$ cat config.mk
export PLATFORM = sky130hd
export DESIGN_NAME = muldiv_ctrl
export DESIGN_NICKNAME = d
export VERILOG_FILES = /design/src/rtl/muldiv_ctrl.sv
export SDC_FILE = /design/constraint.sdc
export NUM_CORES = 2
export LEC_CHECK = 0
export CAP_MARGIN = 20
export CORE_ASPECT_RATIO = 0.6
export CORE_MARGIN = 2
export CORE_UTILIZATION = 40
export CTS_CLUSTER_SIZE = 28
export DETAILED_ROUTE_END_ITERATION = 6
export SKIP_CTS_REPAIR_TIMING = 1
export SLEW_MARGIN = 20
export SYNTH_ARGS = -nofsm -noshare
export SYNTH_HDL_FRONTEND = slang
export SYNTH_SLANG_ARGS = --single-unit
$ cat constraint.sdc
create_clock -name clk -period 10.2 [get_ports clk]
set_clock_uncertainty 0.05 [all_clocks]
set_input_delay 3.06 -clock clk [delete_from_list [all_inputs] [get_ports clk]]
set_output_delay 3.06 -clock clk [all_outputs]
set_load 0.02 [all_outputs]
$ cat src/rtl/muldiv_ctrl.sv
// muldiv_ctrl: HI/LO sequencer for the EX stage.
//   Runs MULT/MULTU (registered multiply, MUL_CYCLES cycles) and DIV/DIVU
//   (restoring radix-2 on magnitudes, 32 cycles). MTHI/MTLO write HI or LO
//   in the same cycle. The pipeline is stalled while an operation is in flight.
//   An exception flush aborts the operation and discards the result.
// Ports:
//   clk, rst           clock, synchronous active-high reset
//   valid_e, op_e      EX-stage instruction valid and opcode (0 none, 1 MULT,
//                      2 MULTU, 3 DIV, 4 DIVU, 5 MTHI, 6 MTLO, 7 none)
//   src_a, src_b       rs / rt operands
//   flush_e            exception flush of EX
//   stall_e            freeze IF..EX
//   hilo_we            HI/LO write enable
//   hilo_select        00 both, 11 HI only, 10 LO only
//   hilo_wdata         {hi, lo}
module muldiv_ctrl #(
  parameter int MUL_CYCLES = 2
) (
  input  logic        clk,
  input  logic        rst,
  input  logic        valid_e,
  input  logic [2:0]  op_e,
  input  logic [31:0] src_a,
  input  logic [31:0] src_b,
  input  logic        flush_e,
  output logic        stall_e,
  output logic        hilo_we,
  output logic [1:0]  hilo_select,
  output logic [63:0] hilo_wdata
);

  localparam logic [1:0] ST_IDLE = 2'd0;
  localparam logic [1:0] ST_MUL  = 2'd1;
  localparam logic [1:0] ST_DIV  = 2'd2;
  localparam logic [1:0] ST_DONE = 2'd3;

  localparam logic [2:0] OP_MULT  = 3'd1;
  localparam logic [2:0] OP_MULTU = 3'd2;
  localparam logic [2:0] OP_DIV   = 3'd3;
  localparam logic [2:0] OP_DIVU  = 3'd4;
  localparam logic [2:0] OP_MTHI  = 3'd5;
  localparam logic [2:0] OP_MTLO  = 3'd6;

  logic [1:0]  state_r;
  logic [7:0]  count_r;
  logic [31:0] a_r;        // multiplicand (raw)
  logic [31:0] b_r;        // multiplier (raw) or divisor magnitude
  logic        signed_r;   // signed multiply
  logic        neg_q_r;    // quotient must be negated at the end
  logic        neg_r_r;    // remainder must be negated at the end
  logic [31:0] rem_r;      // partial remainder
  logic [31:0] quo_r;      // dividend shifting out, quotient shifting in
  logic [63:0] result_r;

  logic        start_s;
  logic        div_signed_s;
  logic [31:0] a_mag_s;
  logic [31:0] b_mag_s;
  logic [63:0] a_ext_s;
  logic [63:0] b_ext_s;
  logic [63:0] prod_s;
  logic [32:0] shifted_s;
  logic [32:0] diff_s;
  logic [31:0] new_rem_s;
  logic [31:0] new_quo_s;
  logic [31:0] q_fix_s;
  logic [31:0] r_fix_s;

  // Start detection and operand conditioning for the first cycle.
  always_comb begin
    start_s      = (state_r == ST_IDLE) && valid_e && !flush_e &&
                   (op_e >= OP_MULT) && (op_e <= OP_DIVU);
    div_signed_s = (op_e == OP_DIV);
    a_mag_s      = (div_signed_s && src_a[31]) ? (32'd0 - src_a) : src_a;
    b_mag_s      = (div_signed_s && src_b[31]) ? (32'd0 - src_b) : src_b;
  end

  // Datapath: 64-bit product of the latched operands (sign- or zero-extended),
  // and one restoring-division step. The remainder is always < divisor, so a
  // 33-bit difference is enough and its top bit is the "does not fit" flag.
  always_comb begin
    a_ext_s   = {{32{signed_r & a_r[31]}}, a_r};
    b_ext_s   = {{32{signed_r & b_r[31]}}, b_r};
    prod_s    = a_ext_s * b_ext_s;
    shifted_s = {rem_r, quo_r[31]};
    diff_s    = shifted_s - {1'b0, b_r};
    if (diff_s[32]) begin
      new_rem_s = shifted_s[31:0];
    end else begin
      new_rem_s = diff_s[31:0];
    end
    new_quo_s = {quo_r[30:0], ~diff_s[32]};
    q_fix_s   = neg_q_r ? (32'd0 - new_quo_s) : new_quo_s;
    r_fix_s   = neg_r_r ? (32'd0 - new_rem_s) : new_rem_s;
  end

  // Sequencer state, iteration counter and result registers.
  always_ff @(posedge clk) begin
    if (rst) begin
      state_r  <= ST_IDLE;
      count_r  <= 8'd0;
      a_r      <= 32'd0;
      b_r      <= 32'd0;
      signed_r <= 1'b0;
      neg_q_r  <= 1'b0;
      neg_r_r  <= 1'b0;
      rem_r    <= 32'd0;
      quo_r    <= 32'd0;
      result_r <= 64'd0;
    end else if (flush_e) begin
      state_r  <= ST_IDLE;
      count_r  <= 8'd0;
      result_r <= 64'd0;
    end else begin
      case (state_r)
        ST_IDLE: begin
          if (start_s) begin
            if ((op_e == OP_MULT) || (op_e == OP_MULTU)) begin
              state_r  <= ST_MUL;
              count_r  <= 8'(MUL_CYCLES);
              a_r      <= src_a;
              b_r      <= src_b;
              signed_r <= (op_e == OP_MULT);
            end else if (src_b == 32'd0) begin
              state_r  <= ST_DONE;
              result_r <= {src_a, 32'hFFFF_FFFF};
            end else begin
              state_r  <= ST_DIV;
              count_r  <= 8'd32;
              b_r      <= b_mag_s;
              rem_r    <= 32'd0;
              quo_r    <= a_mag_s;
              neg_q_r  <= div_signed_s & (src_a[31] ^ src_b[31]);
              neg_r_r  <= div_signed_s & src_a[31];
            end
          end
        end
        ST_MUL: begin
          result_r <= prod_s;
          if (count_r == 8'd1) begin
            state_r <= ST_DONE;
          end else begin
            count_r <= count_r - 8'd1;
          end
        end
        ST_DIV: begin
          rem_r <= new_rem_s;
          quo_r <= new_quo_s;
          if (count_r == 8'd1) begin
            state_r  <= ST_DONE;
            count_r  <= 8'd0;
            result_r <= {r_fix_s, q_fix_s};
          end else begin
            count_r <= count_r - 8'd1;
          end
        end
        ST_DONE: begin
          state_r <= ST_IDLE;
          count_r <= 8'd0;
        end
        default: begin
          state_r <= ST_IDLE;
        end
      endcase
    end
  end

  // Output decode; a flush suppresses both the write and the stall.
  always_comb begin
    stall_e     = 1'b0;
    hilo_we     = 1'b0;
    hilo_select = 2'b00;
    hilo_wdata  = 64'd0;
    if (flush_e) begin
      stall_e = 1'b0;
      hilo_we = 1'b0;
    end else begin
      case (state_r)
        ST_IDLE: begin
          if (start_s) begin
            stall_e = 1'b1;
          end else if (valid_e && (op_e == OP_MTHI)) begin
            hilo_we     = 1'b1;
            hilo_select = 2'b11;
            hilo_wdata  = {src_a, 32'h0000_0000};
          end else if (valid_e && (op_e == OP_MTLO)) begin
            hilo_we     = 1'b1;
            hilo_select = 2'b10;
            hilo_wdata  = {32'h0000_0000, src_a};
          end else begin
            stall_e = 1'b0;
          end
        end
        ST_MUL, ST_DIV: begin
          stall_e = 1'b1;
        end
        ST_DONE: begin
          hilo_we     = 1'b1;
          hilo_select = 2'b00;
          hilo_wdata  = result_r;
        end
        default: begin
          stall_e = 1'b0;
        end
      endcase
    end
  end

endmodule
==> flow_summary_export.csv <==
group,metric,value,unit
clock_tree,cts_sinks,205,
power_and_ir_drop,vdd_drop_max,0.110,mV
clock_tree,worst_skew_pair.late_latency,600,ps
timing,fmax,103,MHz
final_layout,synthToLayoutAreaGrowth,7.13,%
clock_tree,numCtsBuffers,24,
clock_tree,cts_tree,"built",
yosys,syn-cell-area,0.0527,mm²
drt,viasPerCell,5.46,
power_and_ir_drop,p_leak,26.0,nW
yosys,synth-seq-cells,205,
clock_tree,clock-root-buffer,"clkbuf_16",
timing,slew_headroom,23.8,%
yosys,synth-main-ff-cell,"dfxtp_1",
grt,overflow,0,
run,maxCapViolations,0,
timing,worstMarginPinSlew,1140,ps
timing,min_period,9740,ps
timing,setup_viol,0,
yosys,synth_area_leaders,"fa_1 (43%), inv_1 (8.5%), dfxtp_1 (7.8%)",
final_layout,nNetsFinal,7597,
setup_path,max_stage_delay,1040,ps
floorplan,die_h,285,µm
yosys,netlist.area_leader.share,42.8,%
timing,rsz0062_at_grt,"false",
power_and_ir_drop,p_total,2.81,mW
setup_path,arrival,10130,ps
timing,finalSetupTns,0,ps
drt,first_iter_violations,4511,
final_layout,mostFrequentLayoutCell,"inv_1",
placement,gp_congestion,0.957,
setup_path,crit_type,"flop to flop",
floorplan,die_area,0.135,mm²
yosys,ys.warnings.count,0,
timing,post-route-period-util,95.5,%
final_layout,layout-drive-gt1-share,3.77,%
drt,detail_route.wirelength,174,mm
grt,globalRouteTotalUtil,26.1,%
floorplan,start_util,40.2,%
setup_path,start_kind,"flop",
placement,pre_cts_slack,637,ps
grt,grt_pass1_vias,42900,
setup_path,crit_top_cell,"fa_1",
floorplan,top_level_ports,139,
yosys,syn_area_per_cell,8.40,µm²
yosys,synth_area_leader_cell,"fa_1",
drt,vias,43100,
floorplan,core,0.131,mm²
clock_tree,cts_max_path_buffers,3,
timing,maxSlewViolCount,0,
setup_path,slowest_stage,"dfxtp_1",
grt,grt_max_degree,94,
clock_tree,clk_pin_slew_worst_paths,70,ps
drt,drtPass1Iterations,6,
grt,antenna_found_initial,6,
setup_path,critPathMaxFanout,24,
setup_path,worstSetupEndpointType,"flop",
yosys,syn_nets,7725,
drt,wl_per_cell,22.0,µm
yosys,synthArstFlopShare,0,%
yosys,syn_inst,6272,
hold_path,hold_class,"flop to flop",
final_layout,nFillCells,13000,
timing,hold_viol_final,0,
yosys,netlist-cell-type-count,90,
yosys,synth_edf_count,0,
power_and_ir_drop,powerDensity,49.7,mW/mm²
grt,grt_pass1_wl,270,mm
placement,numPortBuffers,138,
clock_tree,h-tree-depth,1,
floorplan,rows,103,
timing,setup_ws,462,ps
floorplan,die_x,472,µm
yosys,synth_seq_area_share,7.79,%
final_layout,utilization,43.1,%
drt,drc,0,
setup_path,cp.required,10590,ps
drt,ant_nets,0,
outcome,outcome,"finished, final reports clean",
final_layout,layout_common_cells,"inv_1 (1188), fa_1 (1125), nand2_1 (1028)",
placement,detailed_place_hpwl,140,mm
## per-stage QoR
stage	area, µm²	hold WS, ps	std cells
finish	56400	406	7896
global route	56400	428	7896
CTS	56400	405	7893
detailed placement	55600	397	7850
global placement	55600	395	7850
floorplan	52700	382	6272
## final timing paths
check,startpoint,endpoint,slack [ps],depth (start not counted)
worst max-delay path,b_r[10]$_SDFFE_PP0P_,result_r[48]$_SDFFE_PP0P_,460,29
worst max register to register,b_r[10]$_SDFFE_PP0P_,result_r[48]$_SDFFE_PP0P_,460,29
worst min register to register,a_r[27]$_SDFFE_PP0P_,a_r[27]$_SDFFE_PP0P_,410,2
worst min-delay path,a_r[27]$_SDFFE_PP0P_,a_r[27]$_SDFFE_PP0P_,410,2
## sequential cells by signal, summed over array words and instances (netlist names)
name / cells
a_r: 32
count_r: 8
signed_r: 1
neg_r_r: 1
rem_r: 32
b_r: 32
result_r: 64
neg_q_r: 1
quo_r: 32
state_r: 2
## routing by layer
metal  vias up  routed length [µm]  part of all wire (%)  GRT usage (%)
li1      18900                   -                     -              -
met1     22000               81800                    47           41.1
met2      2023               69700                    40           36.0
met3       200               17800                    10           5.49
met4         0                4210                   2.4           5.80
met5         -                   0                     0              0
## cell usage after synthesis (7+ instances only)
cell,instances
inv_1,1188
fa_1,1126
nand2_1,1028
clkbuf_1,380
and2_1,352
nor2_1,327
ha_1,256
a21oi_1,252
dfxtp_1,205
xnor2_1,155
o21ai_0,141
a22oi_1,91
a21o_1,68
xor2_1,63
nor3_1,54
a211oi_1,47
nand3_1,46
a221oi_1,32
and3_1,31
o211ai_1,26
buf_2,25
a31oi_1,24
o31ai_1,24
or3_1,24
mux2i_1,23
nor4_1,21
o21ai_1,21
o21a_1,19
nand4_1,17
nand2b_1,16
or2_2,16
or4_1,15
o41ai_1,12
nor2b_1,11
o21bai_1,11
o2111ai_1,8
and4_1,7
## where the power goes
group	total, mW	switching, mW	leakage (nW)	internal [mW]
Sequential	0.912	0.0868	1.67	0.825
Combinational	0.955	0.651	24.0	0.303
Clock	0.940	0.429	0.393	0.512
Total	2.81	1.17	26.0	1.64
## cells by family after synthesis
family | after synthesis | synth area share (%)
AO/OA/AOI/OAI | 845 | 10.4
XOR/XNOR | 218 | 3.63
adder cells (fa/ha/maj) | 1382 | 48.9
buffers and inverters | 1601 | 11.5
flip-flops | 205 | 7.79
multiplexers | 25 | 0.480
AND/OR/NAND/NOR | 1996 | 17.3
## critical path, delay by kind of cell (launching register included)
kind                     cells  cell delay [ps]
AO/OA/AOI/OAI               10             2890
XOR/XNOR                     1              140
buffers and inverters        6              620
flip-flops                   1             1040
adder cells (fa/ha/maj)      9             4450
AND/OR/NAND/NOR              3              370
## layout make-up
type | count | area [µm²] | area share (%)
diodes | 3 | 7.51 | 0.0133
clock buffers | 36 | 716 | 1.27
clock inverters | 7 | 82.6 | 0.146
inverters | 1190 | 4470 | 7.92
multi-input cells | 4466 | 42600 | 75.5
flip-flops and latches | 205 | 4130 | 7.31
well taps | 1732 | 2170 | 3.84
repair buffers | 257 | 2280 | 4.05
(Power assumes the default switching activity.)
